$ cat config.mk
export PLATFORM = sky130hd
export DESIGN_NAME = immediate_pipeline
export DESIGN_NICKNAME = d
export VERILOG_FILES = /design/src/rtl/immediate_pipeline_pkg.sv /design/src/rtl/immediate_decode.sv /design/src/rtl/immediate_pipeline.sv
export SDC_FILE = /design/constraint.sdc
export NUM_CORES = 1
export LEC_CHECK = 0
export BUFFER_PORTS_ARGS = -buffer_cell sky130_fd_sc_hd__buf_4
export CAP_MARGIN = 30
export CELL_PAD_IN_SITES_DETAIL_PLACEMENT = 1
export CELL_PAD_IN_SITES_GLOBAL_PLACEMENT = 1
export CORE_ASPECT_RATIO = 0.9
export CORE_UTILIZATION = 46
export CTS_CLUSTER_SIZE = 24
export DETAILED_ROUTE_END_ITERATION = 12
export GPL_ROUTABILITY_DRIVEN = 1
export GPL_TIMING_DRIVEN = 0
export PLACE_DENSITY = 0.85
export SETUP_SLACK_MARGIN = 0.05
export SYNTH_ARGS = -nofsm -noshare
export SYNTH_HDL_FRONTEND = slang
export SYNTH_SLANG_ARGS = --single-unit
$ cat constraint.sdc
create_clock -name clock -period 3.8 [get_ports clock]
set_input_delay 0.19 -clock clock [delete_from_list [all_inputs] [get_ports clock]]
set_output_delay 0.19 -clock clock [all_outputs]
set_load 0.01 [all_outputs]
$ cat src/rtl/immediate_pipeline_pkg.sv
`default_nettype none
// ============================================================================
//  Module   : immediate_pkg
//  Purpose  : Shared constants for the immediate pipeline: 3-bit instruction
//             format codes and RV32I/RV64I major opcodes.
//  Ports    : none (package)
//  Revision : 1.0 - initial release
// ============================================================================
package immediate_pkg;

  // Instruction format codes carried alongside each decoded immediate
  localparam logic [2:0] FORMAT_NONE = 3'd0;
  localparam logic [2:0] FORMAT_R    = 3'd1;
  localparam logic [2:0] FORMAT_I    = 3'd2;
  localparam logic [2:0] FORMAT_S    = 3'd3;
  localparam logic [2:0] FORMAT_B    = 3'd4;
  localparam logic [2:0] FORMAT_U    = 3'd5;
  localparam logic [2:0] FORMAT_J    = 3'd6;

  // Major opcodes, instr[6:0]
  localparam logic [6:0] OPCODE_LOAD      = 7'b0000011;
  localparam logic [6:0] OPCODE_OP_IMM    = 7'b0010011;
  localparam logic [6:0] OPCODE_JALR      = 7'b1100111;
  localparam logic [6:0] OPCODE_FENCE     = 7'b0001111;
  localparam logic [6:0] OPCODE_SYSTEM    = 7'b1110011;
  localparam logic [6:0] OPCODE_OP_IMM_32 = 7'b0011011;
  localparam logic [6:0] OPCODE_STORE     = 7'b0100011;
  localparam logic [6:0] OPCODE_BRANCH    = 7'b1100011;
  localparam logic [6:0] OPCODE_LUI       = 7'b0110111;
  localparam logic [6:0] OPCODE_AUIPC     = 7'b0010111;
  localparam logic [6:0] OPCODE_JAL       = 7'b1101111;
  localparam logic [6:0] OPCODE_OP        = 7'b0110011;
  localparam logic [6:0] OPCODE_OP_32     = 7'b0111011;

endpackage : immediate_pkg
`default_nettype wire

$ cat src/rtl/immediate_decode.sv
`default_nettype none
// ============================================================================
//  Module   : immediate_decode
//  Purpose  : Combinational decode of a 32-bit RV32I/RV64I instruction into
//             its format code and sign-extended immediate.
//  Ports    : instruction (in 32)   raw instruction word
//             format      (out 3)   FORMAT_* code
//             immediate   (out XLEN) immediate, sign-extended from instr[31]
//             illegal     (out 1)   only with IMMEDIATE_PIPELINE_ILLEGAL_EN:
//                                   instr[1:0] != 2'b11 or format NONE
//  Options  : IMMEDIATE_PIPELINE_ILLEGAL_EN adds the illegal output.
//  Revision : 1.0 - initial release
// ============================================================================
module immediate_decode
  import immediate_pkg::*;
#(
  parameter int XLEN = 32
) (
  input  logic [31:0]     instruction,
  output logic [2:0]      format,
`ifdef IMMEDIATE_PIPELINE_ILLEGAL_EN
  output logic            illegal,
`endif
  output logic [XLEN-1:0] immediate
);

  logic [6:0]  opcode;
  logic [31:0] imm32;

  assign opcode = instruction[6:0];

  always_comb begin
    format = FORMAT_NONE;
    case (opcode)
      OPCODE_LOAD, OPCODE_OP_IMM, OPCODE_JALR,
      OPCODE_FENCE, OPCODE_SYSTEM:   format = FORMAT_I;
      OPCODE_OP_IMM_32:              format = (XLEN == 64) ? FORMAT_I : FORMAT_NONE;
      OPCODE_STORE:                  format = FORMAT_S;
      OPCODE_BRANCH:                 format = FORMAT_B;
      OPCODE_LUI, OPCODE_AUIPC:      format = FORMAT_U;
      OPCODE_JAL:                    format = FORMAT_J;
      OPCODE_OP:                     format = FORMAT_R;
      OPCODE_OP_32:                  format = (XLEN == 64) ? FORMAT_R : FORMAT_NONE;
      default:                       format = FORMAT_NONE;
    endcase
  end

  // Every 32-bit immediate below has instr[31] in bit 31, so widening to XLEN
  // from imm32[31] is the same as sign extension from the instruction MSB.
  always_comb begin
    imm32 = 32'd0;
    case (format)
      FORMAT_I: imm32 = {{20{instruction[31]}}, instruction[31:20]};
      FORMAT_S: imm32 = {{20{instruction[31]}}, instruction[31:25], instruction[11:7]};
      FORMAT_B: imm32 = {{19{instruction[31]}}, instruction[31], instruction[7],
                         instruction[30:25], instruction[11:8], 1'b0};
      FORMAT_U: imm32 = {instruction[31:12], 12'd0};
      FORMAT_J: imm32 = {{11{instruction[31]}}, instruction[31], instruction[19:12],
                         instruction[20], instruction[30:21], 1'b0};
      default:  imm32 = 32'd0;
    endcase
  end

  generate
    if (XLEN > 32) begin : g_ext_wide
      assign immediate = {{(XLEN-32){imm32[31]}}, imm32};
    end else begin : g_ext_narrow
      assign immediate = imm32;
    end
  endgenerate

`ifdef IMMEDIATE_PIPELINE_ILLEGAL_EN
  assign illegal = (instruction[1:0] != 2'b11) || (format == FORMAT_NONE);
`endif

endmodule : immediate_decode
`default_nettype wire

$ cat src/rtl/immediate_pipeline.sv
`default_nettype none
// ============================================================================
//  Module   : immediate_pipeline
//  Purpose  : Buffered immediate generator. Instructions accepted on a
//             valid/ready input are decoded and queued in a DEPTH-entry FIFO;
//             the head entry is presented on a valid/ready output.
//  Ports    : clock, reset (sync, active-high)
//             in_valid/in_ready/in_instruction       upstream handshake
//             out_valid/out_ready                    downstream handshake
//             out_instruction/out_immediate/out_format  head entry contents
//             out_illegal   only with IMMEDIATE_PIPELINE_ILLEGAL_EN
//             count         occupied entries
//  Options  : IMMEDIATE_PIPELINE_ILLEGAL_EN adds per-entry illegal flag.
//  Revision : 1.0 - initial release
// ============================================================================
module immediate_pipeline
  import immediate_pkg::*;
#(
  parameter int XLEN  = 32,
  parameter int DEPTH = 2
) (
  input  logic                     clock,
  input  logic                     reset,
  input  logic                     in_valid,
  output logic                     in_ready,
  input  logic [31:0]              in_instruction,
  output logic                     out_valid,
  input  logic                     out_ready,
  output logic [31:0]              out_instruction,
  output logic [XLEN-1:0]          out_immediate,
  output logic [2:0]               out_format,
`ifdef IMMEDIATE_PIPELINE_ILLEGAL_EN
  output logic                     out_illegal,
`endif
  output logic [$clog2(DEPTH):0]   count
);

  localparam int PTR_W = $clog2(DEPTH);
  localparam int CNT_W = PTR_W + 1;
  localparam logic [CNT_W-1:0] DEPTH_C = CNT_W'(DEPTH);

  logic [2:0]      dec_format;
  logic [XLEN-1:0] dec_immediate;

  logic [31:0]      instr_mem  [DEPTH];
  logic [XLEN-1:0]  imm_mem    [DEPTH];
  logic [2:0]       format_mem [DEPTH];
  logic [PTR_W-1:0] rd_ptr;
  logic [PTR_W-1:0] wr_ptr;
  logic             push;
  logic             pop;

`ifdef IMMEDIATE_PIPELINE_ILLEGAL_EN
  logic dec_illegal;
  logic illegal_mem [DEPTH];
`endif

  immediate_decode #(
    .XLEN (XLEN)
  ) u_decode (
    .instruction (in_instruction),
    .format      (dec_format),
`ifdef IMMEDIATE_PIPELINE_ILLEGAL_EN
    .illegal     (dec_illegal),
`endif
    .immediate   (dec_immediate)
  );

  // No pass-through when full: readiness depends only on current occupancy.
  assign in_ready  = !reset && (count < DEPTH_C);
  assign out_valid = (count != '0);
  assign push      = in_valid && in_ready;
  assign pop       = out_valid && out_ready;

  always_ff @(posedge clock) begin
    if (reset) begin
      count  <= '0;
      rd_ptr <= '0;
      wr_ptr <= '0;
      for (int i = 0; i < DEPTH; i++) begin
        instr_mem[i]  <= '0;
        imm_mem[i]    <= '0;
        format_mem[i] <= FORMAT_NONE;
`ifdef IMMEDIATE_PIPELINE_ILLEGAL_EN
        illegal_mem[i] <= 1'b0;
`endif
      end
    end else begin
      if (push) begin
        instr_mem[wr_ptr]  <= in_instruction;
        imm_mem[wr_ptr]    <= dec_immediate;
        format_mem[wr_ptr] <= dec_format;
`ifdef IMMEDIATE_PIPELINE_ILLEGAL_EN
        illegal_mem[wr_ptr] <= dec_illegal;
`endif
        wr_ptr <= wr_ptr + PTR_W'(1);
      end
      if (pop) begin
        rd_ptr <= rd_ptr + PTR_W'(1);
      end
      case ({push, pop})
        2'b10:   count <= count + CNT_W'(1);
        2'b01:   count <= count - CNT_W'(1);
        default: count <= count;
      endcase
    end
  end

  // Head entry is read straight from registered storage, so no in_* to
  // out_* combinational path exists.
  assign out_instruction = instr_mem[rd_ptr];
  assign out_immediate   = imm_mem[rd_ptr];
  assign out_format      = format_mem[rd_ptr];
`ifdef IMMEDIATE_PIPELINE_ILLEGAL_EN
  assign out_illegal     = illegal_mem[rd_ptr];
`endif

endmodule : immediate_pipeline
`default_nettype wire

==> reports/metrics.cfg, run 1 <==
[run_status]
status=completed

[clocking]
clock_path_buffers=2
cts_sinks=139
cts.clk_slew.worst_paths_ns=0.06
tritoncts=done
cts_buffers=17
ctsResizeCount=0
htreeDepth=4
worst_skew_pair.late_latency_ns=0.43
cts_root_buffer=clkbuf_16

[pwr]
peakVddDrop_v=0.000382
power.density_mw_per_mm2=587
finalPower_mw=4.73
leakagePower_nw=3.09

[final_layout]
finalNetCount=623
drive_above_1_share_pct=37.2
final_cell_mix=edfxtp_1 (134), buf_4 (106), and2_1 (76), mux2_2 (67), a21oi_1 (45)
multi_input_area_mm2=0.00211
design_area_mm2=0.00805
n_antenna_cell=0
final_cells=767
fillCellCount=1329
seq_area_mm2=0.00412
area_growth_pct=26.6
final_common_cell=edfxtp_1

[synth]
syn_nets=496
ys_ff_latch=139
synthXorXnorAreaFrac_pct=0.414
synth_edf_count=134
netlist.top_cell.by_area=edfxtp_1
synth_cell_types=48
synthTopCellsByArea=edfxtp_1 (63%), mux2_2 (12%), and2_1 (7.5%), a21oi_1 (3.5%), dfxtp_1 (1.6%)
ys.flop_type=edfxtp_1
synth_top_family_by_area=simple AND/OR/NAND/NOR gates
async_flop_share_pct=0
synth_top_area_share_pct=63.3
yosys.area_share.simple_pct=13.2
synth_mux_area_share_pct=12.0
yosysSeqAreaShare_pct=64.9
yosysWarnings=0
synth_area_mm2=0.00635
synth_compound_area_share_pct=6.91
synth_fa_ha_area_share_pct=0.354
avgSynthCellArea_um2=13.8
synthCells=459

[detailed_routing]
drt_iter0_markers=279
wirelength_um=16500
drc=0
via_count=4296
ant_nets=0
dr.pass1.iters=5
wl_per_cell_um=21.5
vias_per_cell=5.60

[worst_setup_path]
arrival_ns=2.50
end_kind=primary output
reg2reg_from=count[1]
critPathLaunchType=register
cp_max_fo=10
critPathKind=register to primary output
cp.required_ns=3.61

[job]
drv_cap=0

[placement]
dp_hpwl_um=11300
gp_congestion=0.817
place_ws_ns=1.50
dpl-instance-area_mm2=0.00741
dp.cells=734
io_buffers=105

[timing]
setup_ws_ns=1.11
fin_crit_ns=2.69
finClkSkew_ns=0.00486
rsz0062_at_grt=no
max-slew-margin-rel_pct=45.5
setup_viol=0
max_freq_ghz=0.372
tightest_slew_ns=0.818
finalHoldViolCount=0
fin_crit_sh_pct=70.7
maxSlewViolCount=0

[grt]
grt_pass1_vias=4545
overflow=0
grt_max_degree=42
grt_pass1_wl_um=25500
antenna_found_initial=0
grt_util_all_layers_pct=24.4

[hold_path]
hold_start=in_instruction[17]
hp-class=primary input to register

[floorplan]
core_area_mm2=0.0134
rows=40
dieArea_mm2=0.0143
io_pins=107
die_h_um=113
start_util_pct=47.4
die_w_um=126

==> where the power goes <==
| part | total (mW) | internal (mW) | switching (mW) |
|---|---|---|---|
| Clock | 1.78 | 1.15 | 0.631 |
| Sequential | 1.87 | 1.83 | 0.0463 |
| Combinational | 1.07 | 0.529 | 0.543 |
| Total | 4.73 | 3.51 | 1.22 |
==> worst max-delay path, stage by stage, from the launching register on <==
cell and delay [ns]:
dfxtp_1 0.39, clkbuf_1 0.46, clkbuf_1 0.63, mux2_2 0.43, buf_4 0.15
==> sequential cells by signal, summed over array words and instances, names as in the netlist, named ones only <==
| register | count |
|---|---|
| wr_ptr | 1 |
| count | 2 |
| format_mem | 6 |
| instr_mem | 64 |
| rd_ptr | 1 |
| imm_mem | 64 |
==> cells in the mapped netlist, types with 4 or more instances <==
cell,instances
a21oi_1,45
a22o_1,8
and2_1,76
buf_1,4
clkbuf_1,17
dfxtp_1,5
edfxtp_1,134
mux2_2,67
nand2_1,21
nand2b_1,4
nand3_1,5
nor2_1,19
==> logic make-up after synthesis <==
group,Yosys count
flops,139
buf+inv,29
fa+ha+maj,2
mux,68
simple gates,147
compound gates,71
xor+xnor,3
==> repair_timing <==
item / in CTS / in global routing
hold buffers: 1 / 0
buffers inserted: 0 / 0
hold endpoints to repair: 5 / 0
==> through the flow <==
step           hold slack, ns  util [%]  TNS, ns
3_5_place_dp            0.400      55.2        0
2_1_floorplan           0.370         -        0
3_3_place_gp            0.384      54.8   -19.47
5_1_grt                0.0559      60.0        0
6_report               0.0638      60.0        0
4_1_cts                0.0530      60.0        0
==> path summary, 6_finish.rpt <==
path,end,slack [ns],cells after the start
min reg2reg,wr_ptr,0.52,2
max reg2reg,imm_mem[0][21],1.53,5
max,out_immediate[9],1.11,4
min,instr_mem[1][17],0.06,2
==> metal layers <==
layer | up-vias | global-route usage (%) | share of wire (%)
li1 | 1951 | - | -
met1 | 2143 | 29.1 | 41
met2 | 164 | 42.4 | 51
met3 | 38 | 6.19 | 5.3
met4 | 0 | 10.2 | 2.7
met5 | - | 0 | 0
==> layout make-up <==
type / count / area share (%)
plain buffers: 28 / 1.68
clock buffers: 17 / 5.29
clock inverters: 15 / 2.53
inverters: 1 / 0.0466
multi-input cells: 291 / 26.2
flip-flops and latches: 139 / 51.3
well taps: 168 / 2.61
repair buffers: 108 / 10.4
(Power assumes the default switching activity.)
==> run 2, diff against run 1 <==
clock period = 2.7 ns   (was 3.8 ns; I/O delays follow)
==> run 2 against run 1 <==
Against the previous run: sequential share of layout area is 0.31 points higher; routed wire length up 2.5%; flip-flop and latch count did not move; setup slack worse by 0.85 ns; final cell count increased by 0.65%; core utilization down 0.36 points; global-route usage up 0.57 points; sequential power increased by 41%; die area stayed put; clock power up 18%; critical endpoint is now out_immediate[13]; highest routed layer unchanged.
==> reports/metrics.cfg, run 2 (synthesis gave the netlist of run 1 again) <==
[clocking]
tritoncts=done
cts.clk_slew.worst_paths_ns=0.06  ; about the same
cts_sinks=139  ; unchanged
worst_skew_pair.late_latency_ns=0.42  ; about the same
cts_root_buffer=clkbuf_16
htreeDepth=4  ; unchanged
clock_path_buffers=2  ; unchanged
postCtsSetupRepairBufs=0  ; unchanged
cts_buffers=17  ; unchanged

[detailed_routing]
ant_nets=0  ; unchanged
drt_iter0_markers=286  ; +2.5%
vias_per_cell=5.58  ; -0.44%
via_count=4305  ; +0.21%
wirelength_um=16900  ; +2.5%
wl_per_cell_um=21.9  ; +1.8%
drc=0  ; unchanged
dr.pass1.iters=4  ; -1

[timing]
fin_crit_ns=2.43
rsz0062_at_grt=no
setup_ws_ns=0.266  ; -0.846 ns
finClkSkew_ns=0.00484  ; -0.0000209 ns
tightest_slew_ns=0.746  ; -0.0716 ns
fin_hold_ws_ns=0.0258  ; -0.0380 ns
max-slew-margin-rel_pct=50.3  ; +4.8 points
fin_crit_sh_pct=90.2
finalHoldViolCount=0  ; unchanged
setup_viol=0  ; unchanged
maxSlewViolCount=0  ; unchanged
max_freq_ghz=0.411

[worst_setup_path]
critPathLaunchType=register
critPathKind=register to primary output
arrival_ns=2.30  ; -0.20 ns
end_kind=primary output
cp_max_fo=10  ; unchanged
cp.required_ns=2.57  ; -1.04 ns

[pwr]
clkPwrFrac_pct=33.4  ; -4.3 points
p_comb_share_pct=24.5  ; +1.8 points
share_seq_of_total_power_pct=42.1  ; +2.5 points
peakVddDrop_v=0.000519  ; +36%
power.density_mw_per_mm2=783  ; +33%
leakagePower_nw=3.06  ; -0.92%
internal_power_mw=4.57  ; +30%
switchingPower_mw=1.70  ; +39%
finalPower_mw=6.27  ; +33%
swShare_pct=27.1  ; +1.3 points

[final_layout]
drive_above_1_share_pct=36.3  ; -0.97 points
n_antenna_cell=0  ; unchanged
postLayoutCoreUtil_pct=59.6  ; -0.36 points
final_cell_mix=edfxtp_1 (134), buf_4 (106), and2_1 (76), mux2_2 (67), a21oi_1 (45)
finalNetCount=628  ; +0.80%
area_growth_pct=25.9
fillCellCount=1326  ; -0.23%
final_common_cell=edfxtp_1
top_regs=imm_mem (64), instr_mem (64), format_mem (6)

[floorplan]
rows=40  ; unchanged
die_h_um=113  ; unchanged
dieArea_mm2=0.0143  ; unchanged
io_pins=107  ; unchanged
start_util_pct=47.4  ; unchanged
core_area_mm2=0.0134  ; unchanged
die_w_um=126  ; unchanged

[grt]
grt_pass1_vias=4686  ; +3.1%
grt_util_all_layers_pct=25.0  ; +0.57 points
grt_max_degree=55  ; +31%
overflow=0  ; unchanged
grt_pass1_wl_um=26100  ; +2.5%
antenna_found_initial=0  ; unchanged

[placement]
io_buffers=105  ; unchanged
dp_hpwl_um=11400  ; +0.71%
place_ws_ns=0.450  ; -1.05 ns
gp_congestion=0.786  ; -3.8%

[run_status]
status=completed

[job]
drv_cap=0  ; unchanged

[hold_path]
hp-class=primary input to register

-- run 2: cell type report --
type | instances | area, µm² | share of cell area, %
sequential | 139 | 4120 | 51.6
multi-input combinational | 291 | 2110 | 26.3
timing repair buffer | 113 | 896 | 11.2
clock buffer | 21 | 440 | 5.51
tap | 168 | 210 | 2.63
buffer | 28 | 139 | 1.74
clock inverter | 11 | 78.8 | 0.986
inverter | 1 | 3.75 | 0.0469
-- run 2: path summary, 6_finish.rpt --
kind / startpoint / slack, ns / to / depth (start not counted)
max: register / 0.27 / out_immediate[13] / 4
min: in_instruction[18] / 0.03 / instr_mem[1][18] / 2
max reg2reg: count[1] / 0.45 / imm_mem[1][29] / 4
min reg2reg: rd_ptr / 0.55 / rd_ptr / 2
-- run 2: critical path, cell delays in order, from the launching register on --
cell,delay [ns]
dfxtp_1,0.40
clkbuf_1,0.49
clkbuf_2,0.41
mux2_2,0.41
buf_4,0.16
-- run 2: what timing repair did --
item / CTS / global route
resized for setup: 1 / 4
setup endpoints to repair: 14 / 20
pin swaps: 0 / 0
hold endpoints to repair: 11 / 0
hold buffers: 6 / 0
-- run 2: through the flow --
step | setup TNS (ns) | instance area (µm²) | std cells
floorplan | 0 | 6360 | 459
global placement | -12.23 | 7360 | 732
detailed placement | 0 | 7410 | 734
CTS | 0 | 8000 | 772
global route | 0 | 8000 | 772
finish | 0 | 8000 | 772
-- run 2: power groups by stage --
stage | sequential [mW] | combinational, mW | clock, mW
after CTS | 2.64 | 1.54 | 2.13
final | 2.64 | 1.53 | 2.10
after global routing | 2.66 | 1.62 | 2.21
after global placement | 2.67 | 1.45 | 0
after floorplan | 2.66 | 0.809 | 0
after detailed placement | 2.68 | 1.52 | 0
-- run 2: metal layers --
| metal | share of wire [%] | global-route usage, % | wire (µm) | up-vias |
|---|---|---|---|---|
| met4 | 1.1 | 6.83 | 189 | 0 |
| met3 | 5.3 | 6.71 | 888 | 17 |
| met2 | 53 | 45.5 | 8890 | 145 |
| li1 | - | - | - | 1962 |
| met1 | 41 | 29.2 | 6920 | 2181 |
| met5 | 0 | 0 | 0 | - |
